$ cat src/rtl/weight_bin_counter.sv
// Scale item sorter: classifies each weight into a group and counts one item
// per settled placement, with saturating per-group and total counters.
module weight_bin_counter #(
    parameter int unsigned W      = 12,
    parameter int unsigned NGRP   = 6,
    parameter int unsigned CW     = 8,
    parameter int unsigned STABLE = 2
) (
    input  logic              clk,
    input  logic              reset,
    input  logic [W-1:0]      weight,
    input  logic              clr,
    input  logic              thr_we,
    input  logic [3:0]        thr_idx,
    input  logic [W-1:0]      thr_data,
    output logic [3:0]        cur_grp,
    output logic [NGRP*CW-1:0] counts,
    output logic [NGRP-1:0]   sat,
    output logic              cnt_pulse,
    output logic [3:0]        cnt_grp,
    output logic [15:0]       total
);

    localparam logic [1:0]    S_EMPTY  = 2'd0;
    localparam logic [1:0]    S_SETTLE = 2'd1;
    localparam logic [1:0]    S_HELD   = 2'd2;
    localparam int unsigned   NTHR     = NGRP - 1;
    localparam logic [3:0]    STABLE_C = 4'(STABLE);
    localparam logic [3:0]    THR_LAST = 4'(NGRP - 2);
    localparam logic [3:0]    GRP_TOP  = 4'(NGRP);
    localparam logic [CW-1:0] CNT_MAX  = '1;

    logic [W-1:0]  r_thr [NTHR];
    logic [CW-1:0] r_cnt [NGRP];
    logic [NGRP-1:0] r_sat;
    logic [15:0]   r_total;
    logic          r_cnt_pulse;
    logic [3:0]    r_cnt_grp;

    logic [1:0]    r_state, w_state_nx;
    logic [3:0]    r_cand,  w_cand_nx;
    logic [3:0]    r_stab,  w_stab_nx;
    logic [3:0]    w_grp;
    logic          w_take;

    // Smallest-index threshold wins: scan downward so lower indices overwrite.
    always_comb begin
        w_grp = GRP_TOP;
        for (int i = int'(NTHR) - 1; i >= 0; i--) begin
            if (weight < r_thr[i]) w_grp = 4'(i + 1);
        end
        if (weight == '0) w_grp = 4'd0;
    end

    always_ff @(posedge clk or posedge reset) begin
        if (reset) begin
            for (int i = 0; i < int'(NTHR); i++) r_thr[i] <= W'(250 * (i + 1) + 1);
        end else if (thr_we && (thr_idx <= THR_LAST)) begin
            r_thr[thr_idx[$clog2(NTHR+1)-1:0]] <= thr_data;
        end
    end

    always_ff @(posedge clk or posedge reset) begin
        if (reset) begin
            r_state <= S_EMPTY;
            r_cand  <= 4'd0;
            r_stab  <= 4'd0;
        end else begin
            r_state <= w_state_nx;
            r_cand  <= w_cand_nx;
            r_stab  <= w_stab_nx;
        end
    end

    // Placement debounce: count once when a group has held STABLE cycles.
    always_comb begin
        w_state_nx = r_state;
        w_cand_nx  = r_cand;
        w_stab_nx  = r_stab;
        w_take     = 1'b0;
        case (r_state)
            S_EMPTY: begin
                if (w_grp != 4'd0) begin
                    w_cand_nx = w_grp;
                    w_stab_nx = 4'd1;
                    if (STABLE_C == 4'd1) begin
                        w_take     = 1'b1;
                        w_state_nx = S_HELD;
                    end else begin
                        w_state_nx = S_SETTLE;
                    end
                end
            end
            S_SETTLE: begin
                if (w_grp == 4'd0) begin
                    w_state_nx = S_EMPTY;
                    w_stab_nx  = 4'd0;
                end else if (w_grp != r_cand) begin
                    w_cand_nx = w_grp;
                    w_stab_nx = 4'd1;
                end else begin
                    w_stab_nx = 4'(r_stab + 4'd1);
                    if (4'(r_stab + 4'd1) == STABLE_C) begin
                        w_take     = 1'b1;
                        w_state_nx = S_HELD;
                    end
                end
            end
            S_HELD: begin
                if (w_grp == 4'd0) begin
                    w_state_nx = S_EMPTY;
                    w_stab_nx  = 4'd0;
                end
            end
            default: begin
                w_state_nx = S_EMPTY;
                w_stab_nx  = 4'd0;
            end
        endcase
    end

    // Counters; clr overrides a coinciding increment, the strobe still fires.
    always_ff @(posedge clk or posedge reset) begin
        if (reset) begin
            for (int g = 0; g < int'(NGRP); g++) r_cnt[g] <= '0;
            r_sat       <= '0;
            r_total     <= 16'd0;
            r_cnt_pulse <= 1'b0;
            r_cnt_grp   <= 4'd0;
        end else begin
            r_cnt_pulse <= w_take;
            r_cnt_grp   <= w_take ? w_grp : 4'd0;
            if (clr) begin
                for (int g = 0; g < int'(NGRP); g++) r_cnt[g] <= '0;
                r_sat   <= '0;
                r_total <= 16'd0;
            end else if (w_take) begin
                for (int g = 0; g < int'(NGRP); g++) begin
                    if (w_grp == 4'(g + 1)) begin
                        if (r_cnt[g] == CNT_MAX) r_sat[g] <= 1'b1;
                        else                     r_cnt[g] <= r_cnt[g] + 1'b1;
                    end
                end
                if (r_total != 16'hFFFF) r_total <= r_total + 16'd1;
            end
        end
    end

    for (genvar g = 0; g < int'(NGRP); g++) begin : g_pack
        assign counts[g*CW +: CW] = r_cnt[g];
    end

    assign cur_grp   = w_grp;
    assign sat       = r_sat;
    assign total     = r_total;
    assign cnt_pulse = r_cnt_pulse;
    assign cnt_grp   = r_cnt_grp;

endmodule

$ cat config.mk
export PLATFORM = sky130hd
export DESIGN_NAME = weight_bin_counter
export DESIGN_NICKNAME = d
export VERILOG_FILES = /design/src/rtl/weight_bin_counter.sv
export SDC_FILE = /design/constraint.sdc
export NUM_CORES = 1
export LEC_CHECK = 0
export CAP_MARGIN = 10
export CORE_UTILIZATION = 28
export CTS_CLUSTER_SIZE = 40
export DETAILED_ROUTE_END_ITERATION = 8
export REMOVE_ABC_BUFFERS = 1
export SYNTH_ARGS = -nofsm -noshare
export SYNTH_HDL_FRONTEND = slang
export SYNTH_SLANG_ARGS = --single-unit
$ cat constraint.sdc
create_clock -name clk -period 8.2 [get_ports clk]
set_input_delay 2.05 -clock clk [delete_from_list [all_inputs] [get_ports clk]]
set_output_delay 2.05 -clock clk [all_outputs]
set_load 0.05 [all_outputs]
==> summary.md <==
| Metric | Value |
|---|---|
| WHS | 0.503 ns |
| Aggregate routed wire length | 22300 µm |
| Worst EP required | 6.15 ns |
| Pins Over Slew Limit | 0 |
| Die span in y | 177 µm |
| WL/cell | 16.3 µm |
| Synth top cells by count | dfrtp_1, inv_1, ha_1, mux2_2, nor2_1 |
| Vias in the first global route | 6454 |
| Routability cong. | 0.867 |
| Max Clock Skew | 0.0122 ns |
| Initial antenna violation count | 0 |
| Crit path DAT | 5.55 ns |
| Post-CTS sizing | 0 |
| Post-Place Cell Area | 10100 µm² |
| Yosys reg bits | 143 |
| Crit path cell chain | clkdlybuf4s50_1 > ha_1 > nand4_1 > nor2_1 > a211oi_1 > o21ai_1 > nand2_1 > a21oi_1 > clkdlybuf4s50_1 |
| Pin count of the biggest net entering global routing | 89 |
| LEAKAGE | 4.42 nW |
| Ys Warns | 0 |
| Die area | 31400 µm² |
| Grt ovf | 0 |
| Worst-Margin Slew | 1.05 ns |
| Syn Inst Count | 862 |
| Most frequent CP cell | clkdlybuf4s50_1 |
| Vias/cell | 4.99 |
| CTS Buffer Depth | 2 |
| Via count | 6830 |
| Root Driver | clkbuf_16 |
| Post-CTS setup buffer count | 0 |
| Synth Flop Type | dfrtp_1 |
| DRC viols | 0 |
| Post-route antenna net violation count | 0 |
| Syn Area/Cell | 9.96 µm² |
| # hold bufs at CTS | 0 |
| Main area contributors after synthesis | dfrtp_1, dfstp_2, ha_1 |
| Row count | 63 |
| Initial DRT Pass Iterations | 5 |
| Startpoint types | input pin |
| Layout cells sized above 1 | 16.4% |
| Core area | 29900 µm² |
| Final setup violation count | 0 |
| Nets@finish | 1062 |
| Cell with the most instances after synthesis | dfrtp_1 |
| Clock sink count | 143 |
| First-pass GRT wire length | 35500 µm |
| Diodes inserted | 0 |
| Yosys top cell by area | dfrtp_1 |
| Gr usage total | 14.6% |
| Kind of critical path | in2out |
| First DRT Iteration DRCs | 470 |
| Die Wd | 177 µm |
| Max Freq | 132 MHz |
| Min-delay worst type | reg2reg |
| Synth Cell Area | 8580 µm² |
| Max_slew headroom | 30.2% |
| Design area | 10700 µm² |
| Final hold violation count | 0 |
| Port Buffer Count | 108 |
| Outcome | finished, final reports clean |
| Clk pin slew, worst setup/hold paths | 0.06 ns |
| Maxcap violations | 0 |
| IO Pins | 111 |
| Ys async rst share | 100% |
| Post-DP HPWL | 16300 µm |
| Clk_lat worst skew | 0.44 ns |
| Worst vdd ir | 0.134 mV |
| Post-layout minimum cycle time | 7.60 ns |
| Slowest cell on crit path | clkdlybuf4s50_1 |
| Starting Density | 28.7% |
| Slowest stage delay, CP | 0.92 ns |
| Post-synth EDFFs | 0 |
| RSZ-0062 raised after global routing | no |
| Setup WS post-layout | 0.601 ns |
| Post-synthesis sequential area ratio | 42.2% |
| CTS tree | yes |
| Total CTS buffers | 17 |
| Period Utilization, post-route | 92.7% |
| Area Growth Syn to Fin | 24.3% |
| Final setup TNS | 0 ns |
| Synth top area share | 31.5% |
| H-tree lvl count | 4 |
| PD cells | 232 nW/µm² |
| Synth cell types | 75 |
| Worst-path maximum fanout | 12 |
| Pre-CTS WS | 0.648 ns |
| Worst setup EP type | output port |
[cells by family after synthesis]
logic type      share of synthesized area (%)
simple gates                             18.4
compound gates                           14.7
flops                                    42.2
buf+inv                                  4.87
mux                                      9.26
fa+ha+maj                                9.33
xor+xnor                                 1.22
other cells                            0.0437
[routing by layer]
metal	GRT usage, %	part of all wire (%)	vias up
met2	22.7	47	137
met5	0	0	-
met4	5.89	2.3	0
met3	3.11	4.2	29
li1	-	-	3325
met1	19.7	47	3339
[critical path, delay by kind of cell]
family	cells	cell delay (ns)
AO/OA/AOI/OAI	3	1.10
AND/OR/NAND/NOR	3	0.50
buffers and inverters	2	1.50
adder cells (fa/ha/maj)	1	0.40
[power by group]
| part | internal [mW] | total [mW] | switching (mW) |
|---|---|---|---|
| clock | 0.481 | 0.808 | 0.327 |
| sequential | 0.830 | 0.900 | 0.0704 |
| combinational | 0.284 | 0.770 | 0.486 |
[area by class of cell]
class                      count  area, µm²
sequential                   143       3620
inverter                      77        294
multi-input combinational    615       4550
tap                          390        488
fill                        2987      19200
timing repair buffer         112       1100
clock inverter                15        186
clock buffer                  17        425
[final timing paths]
| path | start | endpoint | slack, ns | cells past startpoint |
|---|---|---|---|---|
| setup / recovery | weight[6] | cur_grp[1] | 0.60 | 9 |
| hold reg to reg | r_thr[39]$_DFFE_PP0P_ | r_thr[39]$_DFFE_PP0P_ | 0.50 | 1 |
| max in group asynchronous | reset | counts[37]$_DFFE_PP0P_ | 4.74 | 3 |
| hold / removal | r_thr[39]$_DFFE_PP0P_ | r_thr[39]$_DFFE_PP0P_ | 0.50 | 1 |
| setup reg to reg | r_thr[53]$_DFFE_PP1P_ | counts[45]$_DFFE_PP0P_ | 4.11 | 11 |
| min in group asynchronous | reset | r_thr[4]$_DFFE_PP0P_ | 2.15 | 2 |
[flip-flops by register name, summed over array words and instances, names as in the netlist, 2 cells and up]
name	cells
sat	6
total	16
r_stab	4
r_cand	3
r_state	2
r_thr	60
cnt_grp	3
counts	48
[cells in the final DEF (no fill, tap or decap), types with 10 or more instances in the layout]
| master | count |
|---|---|
| a21o_1 | 11 |
| a21oi_1 | 53 |
| and3_1 | 14 |
| clkbuf_16 | 17 |
| clkdlybuf4s50_1 | 106 |
| dfrtp_1 | 108 |
| dfstp_2 | 35 |
| ha_1 | 64 |
| inv_1 | 76 |
| mux2_1 | 10 |
| mux2_2 | 57 |
| nand2_1 | 52 |
| nand2b_1 | 10 |
| nand3_1 | 38 |
| nand4_1 | 25 |
| nor2_1 | 53 |
| nor2b_1 | 22 |
| o21ai_0 | 39 |
| or3_1 | 21 |
| or4_1 | 10 |
[stage by stage]
stage / total power [mW] / utilization (%) / instances
floorplan: 1.44 / - / 835
global placement: 1.66 / 33.7 / 1337
detailed placement: 1.68 / 33.7 / 1337
CTS: 2.50 / 35.7 / 1369
global route: 2.61 / 35.7 / 1369
finish: 2.48 / 35.7 / 1369
Power figures use the tool's default switching activity.
